### src/rtl/imem_pkg.sv
// Shared definitions for the instruction-memory read-port arbiter.
package imem_pkg;
    localparam int AW = 6;
    localparam int DW = 32;

    typedef enum logic {
        CORE_PRI = 1'b0,
        DBG_PRI  = 1'b1
    } arb_state_t;

    localparam logic PORT_CORE = 1'b0;
    localparam logic PORT_DBG  = 1'b1;
endpackage

### src/rtl/imem_arbiter_if.sv
// Request/response bundle between the two requesters, the arbiter and imem.
interface imem_arbiter_if #(
    parameter int AW = imem_pkg::AW,
    parameter int DW = imem_pkg::DW
);
    logic          c_valid;
    logic [AW-1:0] c_addr;
    logic          c_ready;
    logic          c_rvalid;
    logic [DW-1:0] c_rdata;
    logic          d_valid;
    logic [AW-1:0] d_addr;
    logic          d_ready;
    logic          d_rvalid;
    logic [DW-1:0] d_rdata;
    logic [AW-1:0] imem_a;
    logic [DW-1:0] imem_y;

    // Arbiter side
    modport slave (
        input  c_valid, c_addr, d_valid, d_addr, imem_y,
        output c_ready, c_rvalid, c_rdata, d_ready, d_rvalid, d_rdata, imem_a
    );

    // Requester / memory side
    modport master (
        output c_valid, c_addr, d_valid, d_addr, imem_y,
        input  c_ready, c_rvalid, c_rdata, d_ready, d_rvalid, d_rdata, imem_a
    );
endinterface

### src/rtl/imem_arbiter.sv
// Burst-weighted round-robin arbiter sharing imem's combinational read port
// between core fetch (port 0) and debug/loader (port 1). One lookup per
// cycle, registered one-cycle response to the winner.
module imem_arbiter
    import imem_pkg::*;
#(
    parameter int AW         = imem_pkg::AW,
    parameter int DW         = imem_pkg::DW,
    parameter int CORE_BURST = 4,
    localparam int CW        = $clog2(CORE_BURST + 1)
) (
    input  logic        clk,
    input  logic        reset,
    imem_arbiter_if.slave bus
);

    arb_state_t    state_q, state_d;
    logic [CW-1:0] cnt_q, cnt_d;
    logic [CW-1:0] cnt_inc;
    logic          gnt_vld;
    logic          gnt_port;
    logic          c_gnt, d_gnt;
    logic          c_rvalid_q, d_rvalid_q;
    logic [DW-1:0] c_rdata_q, d_rdata_q;

    // FSM state and burst counter register
    always_ff @(posedge clk or negedge reset) begin
        if (!reset) begin
            state_q <= CORE_PRI;
            cnt_q   <= '0;
        end else begin
            state_q <= state_d;
            cnt_q   <= cnt_d;
        end
    end

    // Grant selection, next-state and imem address mux
    always_comb begin
        state_d  = state_q;
        cnt_d    = cnt_q;
        gnt_vld  = 1'b0;
        gnt_port = PORT_CORE;
        // counter saturates; in practice it is cleared on reaching CORE_BURST
        cnt_inc  = (cnt_q == CW'(CORE_BURST)) ? cnt_q : cnt_q + CW'(1);
        case (state_q)
            CORE_PRI: begin
                if (bus.c_valid) begin
                    gnt_vld  = 1'b1;
                    gnt_port = PORT_CORE;
                    if (bus.d_valid) begin
                        // debug is being held off: count the burst
                        if (cnt_inc == CW'(CORE_BURST)) begin
                            state_d = DBG_PRI;
                            cnt_d   = '0;
                        end else begin
                            cnt_d   = cnt_inc;
                        end
                    end else begin
                        cnt_d = '0;
                    end
                end else if (bus.d_valid) begin
                    gnt_vld  = 1'b1;
                    gnt_port = PORT_DBG;
                    cnt_d    = '0;
                end
            end
            DBG_PRI: begin
                if (bus.d_valid) begin
                    gnt_vld  = 1'b1;
                    gnt_port = PORT_DBG;
                    state_d  = CORE_PRI;
                    cnt_d    = '0;
                end else if (bus.c_valid) begin
                    // debug withdrew; no contention, so history restarts at 0
                    gnt_vld  = 1'b1;
                    gnt_port = PORT_CORE;
                    state_d  = CORE_PRI;
                    cnt_d    = '0;
                end
            end
            default: begin
                state_d = CORE_PRI;
                cnt_d   = '0;
            end
        endcase
        c_gnt = gnt_vld && (gnt_port == PORT_CORE);
        d_gnt = gnt_vld && (gnt_port == PORT_DBG);
        if (c_gnt)      bus.imem_a = bus.c_addr;
        else if (d_gnt) bus.imem_a = bus.d_addr;
        else            bus.imem_a = '0;
    end

    // Response registers: capture imem data for the winner, one-cycle rvalid
    always_ff @(posedge clk or negedge reset) begin
        if (!reset) begin
            c_rvalid_q <= 1'b0;
            d_rvalid_q <= 1'b0;
            c_rdata_q  <= '0;
            d_rdata_q  <= '0;
        end else begin
            c_rvalid_q <= c_gnt;
            d_rvalid_q <= d_gnt;
            if (c_gnt) c_rdata_q <= bus.imem_y;
            if (d_gnt) d_rdata_q <= bus.imem_y;
        end
    end

    assign bus.c_ready  = c_gnt;
    assign bus.d_ready  = d_gnt;
    assign bus.c_rvalid = c_rvalid_q;
    assign bus.d_rvalid = d_rvalid_q;
    assign bus.c_rdata  = c_rdata_q;
    assign bus.d_rdata  = d_rdata_q;

endmodule

### src/flat_wrapper.sv
// flat-port wrapper written by rule: the top's interface ports become plain ports
module imem_arbiter_flat import imem_pkg::*;
#(
    parameter int AW         = imem_pkg::AW,
    parameter int DW         = imem_pkg::DW,
    parameter int CORE_BURST = 4,
    localparam int CW        = $clog2(CORE_BURST + 1)
)
  (clk, reset, bus_c_valid, bus_c_addr, bus_d_valid, bus_d_addr, bus_imem_y, bus_c_ready, bus_c_rvalid, bus_c_rdata, bus_d_ready, bus_d_rvalid, bus_d_rdata, bus_imem_a);
  imem_arbiter_if #(.AW(AW), .DW(DW)) bus_i ();
  input  logic clk;
  input  logic reset;
  input wire logic [$bits(bus_i.c_valid)-1:0] bus_c_valid;
  input wire logic [$bits(bus_i.c_addr)-1:0] bus_c_addr;
  input wire logic [$bits(bus_i.d_valid)-1:0] bus_d_valid;
  input wire logic [$bits(bus_i.d_addr)-1:0] bus_d_addr;
  input wire logic [$bits(bus_i.imem_y)-1:0] bus_imem_y;
  output wire logic [$bits(bus_i.c_ready)-1:0] bus_c_ready;
  output wire logic [$bits(bus_i.c_rvalid)-1:0] bus_c_rvalid;
  output wire logic [$bits(bus_i.c_rdata)-1:0] bus_c_rdata;
  output wire logic [$bits(bus_i.d_ready)-1:0] bus_d_ready;
  output wire logic [$bits(bus_i.d_rvalid)-1:0] bus_d_rvalid;
  output wire logic [$bits(bus_i.d_rdata)-1:0] bus_d_rdata;
  output wire logic [$bits(bus_i.imem_a)-1:0] bus_imem_a;
  assign bus_i.c_valid = bus_c_valid;
  assign bus_i.c_addr = bus_c_addr;
  assign bus_i.d_valid = bus_d_valid;
  assign bus_i.d_addr = bus_d_addr;
  assign bus_i.imem_y = bus_imem_y;
  assign bus_c_ready = bus_i.c_ready;
  assign bus_c_rvalid = bus_i.c_rvalid;
  assign bus_c_rdata = bus_i.c_rdata;
  assign bus_d_ready = bus_i.d_ready;
  assign bus_d_rvalid = bus_i.d_rvalid;
  assign bus_d_rdata = bus_i.d_rdata;
  assign bus_imem_a = bus_i.imem_a;
  imem_arbiter #(.AW(AW), .DW(DW), .CORE_BURST(CORE_BURST)) u_core (.clk(clk), .reset(reset), .bus(bus_i));
endmodule
### config.mk
export PLATFORM = sky130hd
export DESIGN_NAME = imem_arbiter_flat
export DESIGN_NICKNAME = d
export VERILOG_FILES = /design/src/rtl/imem_pkg.sv /design/src/rtl/imem_arbiter_if.sv /design/src/rtl/imem_arbiter.sv /design/src/flat_wrapper.sv
export SDC_FILE = /design/constraint.sdc
export NUM_CORES = 1
export LEC_CHECK = 0
export CORE_ASPECT_RATIO = 0.7
export CORE_UTILIZATION = 60
export DETAILED_ROUTE_END_ITERATION = 12
export DONT_BUFFER_PORTS = 1
export GPL_TIMING_DRIVEN = 0
export HOLD_SLACK_MARGIN = 0.03
export PLACE_DENSITY = 0.76
export SYNTH_ARGS = -nofsm -noshare
export SYNTH_HDL_FRONTEND = slang
export SYNTH_SLANG_ARGS = --single-unit
export TNS_END_PERCENT = 30
### constraint.sdc
create_clock -name clk -period 3.2 [get_ports clk]
set_input_delay 0.48 -clock clk [delete_from_list [all_inputs] [get_ports clk]]
set_output_delay 0.48 -clock clk [all_outputs]
set_load 0.03 [all_outputs]
# Yosys cells after proc, flatten, opt, wreduce, memory -nomap -nowiden
# Index checks and enable logic that the tools add are counted.
# Widths: inputs -> output; s select.
# totals
register_bits	70
output_inout_bits	74
in_bits	48
# op_classes
eq_ne	4
reduce_logical	3
n_bitwise	2
muxes	23
addsub	1
# ops
operator	count
$mux 3	7
$mux 6	2
$mux 1	10
$eq 3x3->1 const B	2
$ne 3x3->1 const B	2
$pmux 1 s2	3
$pmux 3 s2	1
$add 3x1->3 const B	1
$logic_and 1x1->1	2
$not 1->1	2
$reduce_and 2->1	1

# Longest topological paths before layout
# depth
depth_word	7
ltp_mapped	6

# Worst setup path before layout
# Ideal clock, no wire load.
# synth_timing
path_kind	register to output
from	reg u_core.state_q
to	out bus_imem_a[0]
arrival_time_ps	1730
setup_slack_ps	990
stages_incl_launch_ff	7
required_time_ps	2720
path_cell_list	dfrtp_1 -> nand2b_1 -> buf_6 -> nand2_4 -> buf_6 -> inv_2 -> o21ai_0
# synth_via
elab_chain_len	5
elab_cells_between_ends	8
cone_classes	mux: 4; bitwise: 2; reduce/logical: 2
# synth_lines
element	line_no	source
from (decl)	imem_arbiter.sv:17	arb_state_t state_q, state_d;
from (signal assigned)	imem_arbiter.sv:32	state_q <= state_d;
$not 1->1	imem_arbiter.sv:45	case (state_q)
$pmux 1 s2	imem_arbiter.sv:45	
$logic_and 1x1->1 (*)	imem_arbiter.sv:87	d_gnt = gnt_vld && (gnt_port == PORT_DBG);
via bus_d_ready	flat_wrapper.sv:21	output wire logic [$bits(bus_i.d_ready)-1:0] bus_d_ready;
$mux 6 (*)	imem_arbiter.sv:89	else if (d_gnt) bus.imem_a = bus.d_addr;
$mux 6 (*)	imem_arbiter.sv:88	if (c_gnt) bus.imem_a = bus.c_addr;
to (decl)	flat_wrapper.sv:24	output wire logic [$bits(bus_i.imem_a)-1:0] bus_imem_a;
# The timed path passes the listed nets; every way through them passes the cells marked *.

# Worst setup path after layout
# layout_timing
from	reg u_core.state_q
to	out bus_imem_a[5]
# The elaborated chain is that of the path after synthesis.

==> results_dict.tcl <==
set metrics [dict create \
    r2r-start "u_core.state_q" \
    ant_nets 0 \
    cts_root_buf "clkbuf_8" \
    drv_slew 0 \
    finalSetupViolCount 0 \
    drtIter0Drc 67 \
    ys_top_cells_by_area "dfrtp_1 (62%), mux2_2 (25%), o21ai_0 (1.6%), buf_6 (1.6%), nand2_1 (1.2%)" \
    ctsHtreeMaxLevel 3 \
    finalCritPeriodShare_pct 85.5 \
    firstDrtPassIters 8 \
    cts_buffers 9 \
    routed_via_density 5.92 \
    clkPwrFrac_pct 36.6 \
    cp-start-kind "register" \
    start_util_pct 63.7 \
    crit_path_end_kind "primary output" \
    ys_dominant_reg_cell "dfrtp_1" \
    fmax_mhz 366 \
    comb_power_share_pct 8.9 \
    drc 18 \
    violations "DRC" \
    slowest_delay_ns 0.79 \
    wl_per_cell_um 20.2 \
    cp_num_cells 6 \
    whs_path_depth 1 \
    yosysMostFrequentCell "dfrtp_1" \
    worst_slack_ns 0.465 \
    tns_ns 0 \
    syn_avg_cell_area_um2 15.0 \
    ys_types 25 \
    area_growth_pct 12.6 \
    cts_tree "done" \
    clkLatencyLatePin_ns 0.33 \
    die_w_um 84.0 \
    fp.coreArea_um2 4430 \
    antenna_found_initial 0 \
    worstReg2RegEnd "u_core.bus.c_rdata[22]" \
    synth_top_area_share_pct 62.1 \
    path_clk_slew_ns 0.07 \
    max-vdd-ir-drop_mv 0.477 \
    synth_top_area_cell "dfrtp_1" \
    port_buffers 0 \
    status "finished, violations left" \
    final_cells 261 \
    cp_max_fo 10 \
    finalPower_w 0.00233 \
    grt_overflow 0 \
    tightestPinTransition_ns 0.961 \
    ys_seq_area_share_pct 62.1 \
    ios 122 \
    n_antenna_cell 0 \
    drive_gt1_share_pct 45.1 \
    cp.arrival_ns 2.26 \
    placed_cells 243 \
    hold_ws_ns 0.287 \
    timing.final.hold_violations 0 \
    synthCells 188 \
    r2r_slack_ns 1.62 \
    p_per_area_nw_per_um2 735 \
    path_delay_family "compound AO/OA/AOI/OAI gates" \
    die_area_um2 4990 \
    slowest_stage "o21ai_0" \
    rsz0062_at_grt "no" \
    routabilityCongestion 0.768 \
    leakage_nw 1.39 \
    grt_usage_pct 22.2 \
    hold-path-endpoint "u_core.bus.d_rdata[22]" \
    critPathBufInv 3 \
    post-cts-setup-buffers 0 \
    synth-seq-cells 70 \
    place_ws_ns 0.809 \
    hold_path_class "in -> reg" \
    grt_pass1_vias 1649 \
    swShare_pct 29.8 \
    timing.max_cap.violations 0 \
    die_h_um 59.4 \
    seqPwrFrac_pct 54.5 \
    syn-cell-area_um2 2820 \
    grt_max_degree 71 \
    path_cells "nand2b_1, buf_6, nand2_4, buf_6, inv_2, o21ai_0" \
    synth_edf_count 0 \
    finClkSkew_ns 0.00574 \
    min_period_ns 2.74 \
    dp_hpwl_um 3740 \
    cpMostUsedCell "buf_6" \
    relSlewSlack_pct 35.2 \
    yosysWarningCount 0 \
    wl_um 5280 \
    grt_first_pass_wirelength_um 8140 \
    row_count 20 \
    path_class "reg -> out" \
    synth_nets 238 \
    worstPathRequired_ns 2.72 \
    hp-start "bus_imem_y[22]" \
    synth_async_sr_flop_share_pct 100 \
    via_count 1545 \
    internal-power_w 0.00164 \
    yosys-top-cells-count "dfrtp_1 (70), mux2_2 (62), nand2_1 (9), o21ai_0 (9), nand3_1 (6)" \
    cts_sinks 70 \
    p_sw_w 0.000696 \
    nets 251 \
    cts_buffer_depth 2 \
    rr_worst_depth 3 \
]
metrics by stage:
step / utilization, % / instance area, µm²
after floorplan: - / 2820
after global placement: 65.3 / 2890
after detailed placement: 65.3 / 2890
after CTS: 71.7 / 3180
after global routing: 71.7 / 3180
final: 71.7 / 3180
kinds of logic (layout without fill, tap and decap cells):
kind of cell	Yosys count	after routing	synth area share [%]
DFF	70	70	62.1
muxes	64	64	25.8
and+or+nand+nor	22	22	4.08
AOI/OAI and AO/OA	17	17	3.81
buffers and inverters	13	31	3.33
adders and majority gates	2	2	0.887
timing repair:
action,4_1_cts,5_1_grt
endpoints found under the hold margin,70,0
hold buffers,2,0
resized for setup,0,0
worst max path at each step:
stage | start | end | slack (ns)
floorplan | u_core.state_q | bus_imem_a[0] | 0.99
CTS | u_core.state_q | bus_imem_a[2] | 0.43
global placement | u_core.state_q | bus_imem_a[1] | 0.85
detailed placement | u_core.state_q | bus_imem_a[2] | 0.81
finish | u_core.state_q | bus_imem_a[5] | 0.46
global route | u_core.state_q | bus_imem_a[2] | 0.35
worst reg2reg max path, cell delays in order (launching register included):
cell and delay (ns):
dfrtp_1 0.41, a21boi_2 0.36, buf_4 0.33, mux2_2 0.37
state kept, by name, summed over array words and instances (netlist names):
signal               cells
u_core.bus.c_rdata      32
u_core.bus.c_rvalid      1
u_core.bus.d_rdata      32
u_core.bus.d_rvalid      1
u_core.cnt_q             3
u_core.state_q           1
layout make-up:
class / instances / area (µm²)
flip-flops and latches: 70 / 1750
fillers: 290 / 1250
multi-input cells: 105 / 976
clock buffers: 11 / 141
clock inverters: 5 / 106
plain buffers: 10 / 82.6
well taps: 55 / 68.8
repair buffers: 2 / 37.5
inverters: 3 / 11.3
placed cells by master, fill, tap and decap left out:
cell type	Yosys	routed
dfrtp_1	70	70
mux2_2	62	62
clkbuf_8	0	10
nand2_1	9	9
o21ai_0	9	9
nand3_1	6	6
buf_4	4	4
buf_6	4	4
clkbuf_1	2	3
bufinv_16	0	3
inv_1	2	2
nand3b_1	2	2
a21oi_1	2	2
mux2_4	2	2
ha_1	2	2
nand2b_1	1	1
nand2_4	1	1
inv_2	1	1
a21boi_2	1	1
or2_2	1	1
and3b_1	1	1
o21a_1	1	1
a21bo_2	1	1
nor2_1	1	1
a32o_1	1	1
a31oi_1	1	1
o211ai_1	1	1
clkinv_4	0	1
clkinvlp_4	0	1
buf_16	0	1
dlygate4sd3_1	0	1
power groups by stage:
stage / clock, W / sequential (W) / combinational [W]
final: 0.000854 / 0.00127 / 0.000209
after global routing: 0.000915 / 0.00128 / 0.000229
after CTS: 0.000872 / 0.00127 / 0.000213
after detailed placement: 0 / 0.00129 / 0.000190
after global placement: 0 / 0.00128 / 0.000177
after floorplan: 0 / 0.00126 / 0.000165
layer usage:
metal  GRT usage [%]  part of all wire [%]
met4            5.17                  0.40
met1            24.9                    38
met3            12.8                    12
met2            37.5                    50
met5               0                     0
Power figures use the tool's default switching activity.
